<file path="src/rtl/mcu_dispatch.sv">
// mcu_dispatch: routes MCU link frames to one of four target units, answers
// local register reads, and merges target interrupts onto one active-low line.
// Optional build macro MCU_DISPATCH_TIMEOUT_EN adds the idle-frame timeout
// and the abort counter. Without it the abort counter always reads 0x00.
module mcu_dispatch #(
  parameter logic [19:0] TIMEOUT_CYCLES = 20'd100000,
  parameter logic [7:0]  VERSION        = 8'h01
) (
  input  logic        clk,
  input  logic        reset,
  input  logic        data_in_strobe,
  input  logic        data_in_start,
  input  logic [7:0]  data_in,
  output logic [7:0]  data_out,
  output logic [3:0]  tgt_strobe,
  output logic        tgt_start,
  output logic [7:0]  tgt_data,
  input  logic [31:0] tgt_dout,
  input  logic [3:0]  tgt_int,
  output logic        int_out_n,
  output logic        frame_active
);

  typedef enum logic [1:0] {
    ST_IDLE  = 2'd0,
    ST_ROUTE = 2'd1,
    ST_LOCAL = 2'd2,
    ST_DROP  = 2'd3
  } state_t;

  state_t      state_reg, state_next;
  logic [1:0]  sel_reg;
  logic        first_fwd_reg;
  logic [3:0]  k_reg;
  logic [3:0]  k_cur;
  logic [7:0]  reply_reg;
  logic [3:0]  tgt_strobe_reg;
  logic        tgt_start_reg;
  logic [7:0]  tgt_data_reg;
  logic [3:0]  int_mask_reg;
  logic        int_out_n_reg;
  logic [7:0]  abort_cnt_reg;
  logic        timeout_hit;
  logic        start_evt;
  logic        byte_evt;
  logic        abort_clear;

  assign start_evt   = data_in_strobe & data_in_start;
  assign byte_evt    = data_in_strobe & ~data_in_start;
  // Local byte index of the byte arriving now; sticks at 15.
  assign k_cur       = (k_reg == 4'hF) ? 4'hF : k_reg + 4'd1;
  assign abort_clear = byte_evt && (state_reg == ST_LOCAL) && (k_cur == 4'd2);

`ifdef MCU_DISPATCH_TIMEOUT_EN
  logic [19:0] tmo_cnt_reg;

  // Any strobe is a sign of life; only a silent open frame reaches the limit.
  assign timeout_hit = (state_reg != ST_IDLE) && !data_in_strobe &&
                       (tmo_cnt_reg == TIMEOUT_CYCLES - 20'd1);

  // Idle-frame watchdog counter.
  always_ff @(posedge clk) begin
    if (reset || data_in_strobe || state_reg == ST_IDLE || timeout_hit)
      tmo_cnt_reg <= 20'd0;
    else
      tmo_cnt_reg <= tmo_cnt_reg + 20'd1;
  end

  // Abort counter: a read-clear wins over a coincident increment.
  always_ff @(posedge clk) begin
    if (reset || abort_clear)
      abort_cnt_reg <= 8'h00;
    else if (timeout_hit && abort_cnt_reg != 8'hFF)
      abort_cnt_reg <= abort_cnt_reg + 8'd1;
  end
`else
  logic unused_timeout;
  assign unused_timeout = ^TIMEOUT_CYCLES;
  assign timeout_hit    = 1'b0;
  assign abort_cnt_reg  = 8'h00;
`endif

  // State register.
  always_ff @(posedge clk) begin
    if (reset) state_reg <= ST_IDLE;
    else       state_reg <= state_next;
  end

  // Next state: a start byte always opens a new frame, whatever came before.
  always_comb begin
    state_next = state_reg;
    if (start_evt) begin
      if (data_in[7:2] == 6'd0)  state_next = ST_ROUTE;
      else if (data_in == 8'h0F) state_next = ST_LOCAL;
      else                       state_next = ST_DROP;
    end else if (timeout_hit) begin
      state_next = ST_IDLE;
    end
  end

  // Frame datapath: forwarding registers, local register replies, int mask.
  always_ff @(posedge clk) begin
    if (reset) begin
      sel_reg        <= 2'd0;
      first_fwd_reg  <= 1'b0;
      k_reg          <= 4'd0;
      reply_reg      <= 8'h00;
      tgt_strobe_reg <= 4'd0;
      tgt_start_reg  <= 1'b0;
      tgt_data_reg   <= 8'h00;
      int_mask_reg   <= 4'hF;
    end else begin
      tgt_strobe_reg <= 4'd0;
      tgt_start_reg  <= 1'b0;
      if (start_evt) begin
        sel_reg       <= data_in[1:0];
        first_fwd_reg <= 1'b1;
        k_reg         <= 4'd0;
        reply_reg     <= {4'hA, tgt_int};
      end else if (byte_evt) begin
        case (state_reg)
          ST_ROUTE: begin
            tgt_strobe_reg <= 4'b0001 << sel_reg;
            tgt_start_reg  <= first_fwd_reg;
            tgt_data_reg   <= data_in;
            first_fwd_reg  <= 1'b0;
          end
          ST_LOCAL: begin
            k_reg <= k_cur;
            case (k_cur)
              4'd1: begin
                int_mask_reg <= data_in[3:0];
                reply_reg    <= {4'h0, tgt_int};
              end
              4'd2:    reply_reg <= abort_cnt_reg;
              4'd3:    reply_reg <= VERSION;
              default: reply_reg <= 8'h00;
            endcase
          end
          default: ;
        endcase
      end
    end
  end

  // Interrupt line follows the masked request with one cycle of latency.
  always_ff @(posedge clk) begin
    if (reset) int_out_n_reg <= 1'b1;
    else       int_out_n_reg <= ~|(tgt_int & int_mask_reg);
  end

  // Reply mux: live target byte while routing, silence while dropping.
  always_comb begin
    data_out = reply_reg;
    case (state_reg)
      ST_ROUTE: data_out = tgt_dout[{sel_reg, 3'b000} +: 8];
      ST_DROP:  data_out = 8'h00;
      default:  data_out = reply_reg;
    endcase
  end

  // Reset kills an in-flight forwarded strobe immediately, not one edge later.
  assign tgt_strobe   = reset ? 4'd0 : tgt_strobe_reg;
  assign tgt_start    = reset ? 1'b0 : tgt_start_reg;
  assign tgt_data     = tgt_data_reg;
  assign int_out_n    = int_out_n_reg;
  assign frame_active = (state_reg != ST_IDLE);

endmodule

</file>
<file path="config.mk">
export PLATFORM = sky130hd
export DESIGN_NAME = mcu_dispatch
export DESIGN_NICKNAME = d
export VERILOG_FILES = /design/src/rtl/mcu_dispatch.sv
export SDC_FILE = /design/constraint.sdc
export NUM_CORES = 1
export LEC_CHECK = 0
export ABC_AREA = 1
export BUFFER_PORTS_ARGS = -buffer_cell sky130_fd_sc_hd__buf_2
export CELL_PAD_IN_SITES_DETAIL_PLACEMENT = 0
export CELL_PAD_IN_SITES_GLOBAL_PLACEMENT = 1
export CORE_UTILIZATION = 28
export DETAILED_ROUTE_END_ITERATION = 8
export PLACE_DENSITY_LB_ADDON = 0.1
export REMOVE_ABC_BUFFERS = 1
export SYNTH_ARGS = -nofsm -noshare
export SYNTH_HDL_FRONTEND = slang
export SYNTH_SLANG_ARGS = --single-unit
</file>
<file path="constraint.sdc">
create_clock -name clk -period 1.2 [get_ports clk]
set_input_delay 0.18 -clock clk [delete_from_list [all_inputs] [get_ports clk]]
set_output_delay 0.18 -clock clk [all_outputs]
set_load 0.02 [all_outputs]
</file>
---- After elaboration in Yosys (flattened, before gate mapping) ----
Index checks and enable logic that the tools add are counted.
operators by class
  add/subtract/negate cells ............... 1
  equal/unequal tests ..................... 7
  shift operators ......................... 2
  muxes and demuxes ....................... 13
  bitwise logic cells ..................... 7
  reductions and logical operators ........ 14
operator list
  kind                                                                    number
  32-bit by 6-bit indexed part select with 8-bit output                   1
  8-bit 2-to-1 mux                                                        3
  8-bit case mux with 2 select lines                                      1
  8-bit by 4-bit equality test with 1-bit output (second input constant)  1
  4-bit 2-to-1 mux                                                        2
  4-bit case mux with 2 select lines                                      1
  2-bit nonzero test                                                      4
  4-bit OR reduction                                                      2
  6-bit zero test                                                         1
  2-bit AND reduction                                                     3
  1-bit 2-to-1 mux                                                        5
  4-bit by 1-bit adder with 4-bit output (second input constant)          1
  4-bit bitwise AND                                                       1
  2-bit equality test (second input constant)                             2
  4-bit by 1-bit equality test with 1-bit output (second input constant)  1
  4-bit by 2-bit equality test with 1-bit output (second input constant)  1
  4-bit equality test (second input constant)                             1
  1-bit NOT                                                               4
  4-bit AND reduction                                                     1
  1-bit by 2-bit << shifter with 4-bit output (first input constant)      1
  3-bit AND reduction                                                     1
  1-bit bitwise AND                                                       2
  2-bit by 1-bit equality test with 1-bit output (second input constant)  1
  2-bit 2-to-1 mux                                                        1
  other kinds (2)                                                         2
word-level totals
  register bits after elaboration ......... 35
  input bits .............................. 48

---- Longest topological paths before layout ----
  depth after elaboration ................. 7
  gate-level depth with buffers ........... 9
  depth with buffers taken out ............ 9

---- Least setup slack after synthesis ----
No wires, ideal clock.
  kind .................................... reg-to-output
  from .................................... register sel_reg[0]
  to ...................................... output port data_out[4]
  data arrival time ....................... 1215 ps
  data required time ...................... 1020 ps
  path slack .............................. -195 ps
  stages on the path, launching flop included .. 7
  cells stage by stage .................... dfxtp_1 -> buf_2 -> buf_2 -> nor2_1 -> nor2_1 -> o21ai_0 -> a21oi_1
on the way
  longest elaborated chain between the ends .. 2
RTL lines
  item                                                   line  source
  start, declared                                        32    logic [1:0] sel_reg;
  start signal, assigned                                 116   sel_reg <= data_in[1:0];
  32-bit by 6-bit indexed part select with 8-bit output  156   ST_ROUTE: data_out = tgt_dout[{sel_reg, 3'b000} +: 8];
  8-bit case mux with 2 select lines                     155   case (state_reg)
  end, declared                                          14    output logic [7:0] data_out,
Every way passes these cells.

---- Worst setup path after layout ----
  from .................................... register state_reg[0]
  to ...................................... output port data_out[3]
on the way
  longest elaborated chain between the ends .. 2
  elaborated cells on any way between the ends .. 3
  those cells by class .................... eq/ne (2); mux (1)
RTL lines
  item                                                                                   line  source
  start, declared                                                                        31    state_t state_reg, state_next;
  start signal, assigned                                                                 86    else state_reg <= state_next;
  2-bit equality test or 2-bit by 1-bit equality test with 1-bit output (tied branches)  155
  8-bit case mux with 2 select lines *                                                   155
Mark *: on every way between the ends. The rest lies on a longest branch, timed or not.

==> results.yml <==
job:
  cap_violations: 0
clock_network:
  clkSlewWorstSetupHoldPaths_ns: 0.06
  tritoncts: "done"
  htree_levels: 2
  worstSkewPairLatency_ns: 0.28
  cts_hold_buf: 0
  cts_buffer_depth: 2
  clock_sinks: 32
  numCtsBuffers: 5
  cts_root_buffer: "clkbuf_8"
route:
  wl_per_cell_um: 11.8
  drc: 0
  num_vias: 1836
  dr.pass1.iters: 4
  vias_per_cell: 4.54
  wl_um: 4750
  first_iter_violations: 58
  ant_nets: 0
floorplanning:
  fp.coreArea_mm2: 0.00554
  dieWidth_um: 78.2
  fp-row-count: 27
  die_height_um: 78.2
  start_util_pct: 29.4
  die_area_mm2: 0.00612
  num_io_pins: 71
timing:
  rsz0062_at_grt: "yes"
  setup_viol_count_final: 17
  tightestPinTransition_ns: 0.453
  fin_ws_ns: -0.314
  slew_headroom_pct: 69.7
  final_min_period_over_clock_period_pct: 126
  slew_viol_final: 0
  holdWs_ns: 0.154
  min_period_ns: 1.51
  finClkSkew_ns: 0.00480
  finalHoldViolCount: 0
  fmax_ghz: 0.660
final_layout:
  layout-drive-gt1-share_pct: 46.7
  n_antenna_cell: 0
  largest_reg_flops: 8
  postLayoutCellArea_mm2: 0.00254
  layout.nets: 381
  area_delta_synth_final_pct: 56.2
setup_path:
  startpoint_type: "flip-flop"
  crit_path_max_incr_delay_ns: 0.36
  worstSetupPathType: "flip-flop to output port"
  required_ns: 1.02
  path_cells: "inv_2 > nor2_4 > buf_12 > a32o_1 > buf_6"
  cp-end-kind: "output port"
  slowest_stage: "dfxtp_2"
  crit_fanout: 6
  crit_arrival_ns: 1.33
status:
  outcome: "finished with violations"
  violations: "negative setup slack"
placed_design:
  place_congestion: 0.786
  dp_hpwl_um: 3460
  port_buffers: 70
  dpl_cell_area_mm2: 0.00222
global_routing:
  antenna_found_initial: 0
  grt_first_pass_wirelength_um: 7750
  first_global_vias: 1712
  grtUsageTotal_pct: 16.0
  grt-ovfl-total: 0
  grt_max_degree: 22
pwr:
  combPwrFrac_pct: 24.1
  leakage_nw: 1.21
  p_int_w: 0.00179
  clkPwrFrac_pct: 30.3
  p_sw_w: 0.000713
  ir_drop_mv: 0.759
  power_density_mw_per_mm2: 984
  seqPwrFrac_pct: 45.6
  p_sw_share_pct: 28.5
logic_synthesis:
  netlist_instances: 238
  synth_area_mm2: 0.00163
  yosysSeqAreaShare_pct: 39.4
  synth_cell_types: 27
  synth_area_per_cell_um2: 6.83
  yosysWarnings: 0
  synth-seq-cells: 32
hold_path:
  hold_path.class: "input port to flip-flop"
## final timing paths
kind,start,endpoint,slack (ns),cells after the start
setup / recovery,state_reg[0],data_out[3],-0.31,5
hold / removal,data_in[5],tgt_data[5],0.15,3
setup reg to reg,k_reg[0],int_mask_reg[2],-0.10,8
hold reg to reg,int_mask_reg[0],int_mask_reg[0],0.47,2
## layout by cell type, fill, tap and decap left out, drive strengths merged
cell	count
nand4	3
inv	22
clkinv	2
ha	1
dfxtp	32
nor4	1
nand3	22
nor2	42
nand2	58
a211oi	2
buf	94
a31oi	1
nor3	1
a21oi	13
nor3b	1
o21ai	25
clkbuf	6
a32o	6
## through the flow
step / std cells / power (W) / setup TNS, ns / worst slack, ns / util [%]
after floorplan: 230 / 0.00142 / -2.82 / -0.238 / -
final: 404 / 0.00250 / -2.93 / -0.314 / 45.8
after detailed placement: 392 / 0.00168 / -1.71 / -0.157 / 40.0
after CTS: 401 / 0.00248 / -2.80 / -0.305 / 43.3
after global routing: 404 / 0.00265 / -4.19 / -0.408 / 45.8
after global placement: 392 / 0.00168 / -1.46 / -0.123 / 40.0
## worst max-delay path, delay by kind of cell, from the launching register on
family	cells	cell delay, ns
AOI/OAI and AO/OA	1	0.19
buffers and inverters	3	0.32
DFF	1	0.36
and+or+nand+nor	1	0.19
## kinds of logic after synthesis
| kind of cell | after synthesis | share of synthesized area, % |
|---|---|---|
| compound gates | 47 | 17.4 |
| fa+ha+maj | 1 | 0.769 |
| buf+inv | 31 | 7.61 |
| flops | 32 | 39.4 |
| simple gates | 127 | 34.8 |
## final cells by class
| cell class | count | area, um^2 |
|---|---|---|
| Tap cell | 72 | 90.1 |
| Clock buffer | 6 | 72.6 |
| Inverter | 23 | 101 |
| Multi-Input combinational cell | 176 | 985 |
| Fill cell | 611 | 3000 |
| Timing Repair Buffer | 94 | 632 |
| Sequential cell | 32 | 654 |
| Clock inverter | 1 | 5.00 |
## power groups by stage
stage / sequential [W] / clock (W) / combinational [W]
detailed placement: 0.00116 / 0 / 0.000520
global placement: 0.00116 / 0 / 0.000523
floorplan: 0.00117 / 0 / 0.000248
finish: 0.00114 / 0.000756 / 0.000602
CTS: 0.00114 / 0.000785 / 0.000553
global route: 0.00115 / 0.000838 / 0.000665
## repair_timing
item                       in CTS  in global routing
setup buffers                   2                  3
gates resized for setup        35                 48
gates cloned                    0                  1
pin swaps                       9                 17
setup endpoints to repair      18                 21
## synthesized netlist by cell type, drive strengths merged
master   n  share of area, %
nand2   57                13
nor2    42                11
dfxtp   32                39
o21ai   25               8.4
nand3   22               7.4
inv     21               4.8
a21oi   13               4.0
a32o     6               3.7
buf      5               1.5
clkbuf   3              0.69
nand4    3               2.1
a211oi   2              0.92
clkinv   2              0.54
a31oi    1              0.38
ha       1              0.77
nor3     1              0.31
nor3b    1              0.46
nor4     1              0.38
## layer usage
layer,GRT usage [%],wire [um],share of wire (%)
met1,20.5,2280,48
met4,5.00,49,1.0
met3,4.30,287,6.0
met2,26.0,2130,45
met5,0,0,0
No activity file was read; power rests on OpenSTA's default activity.
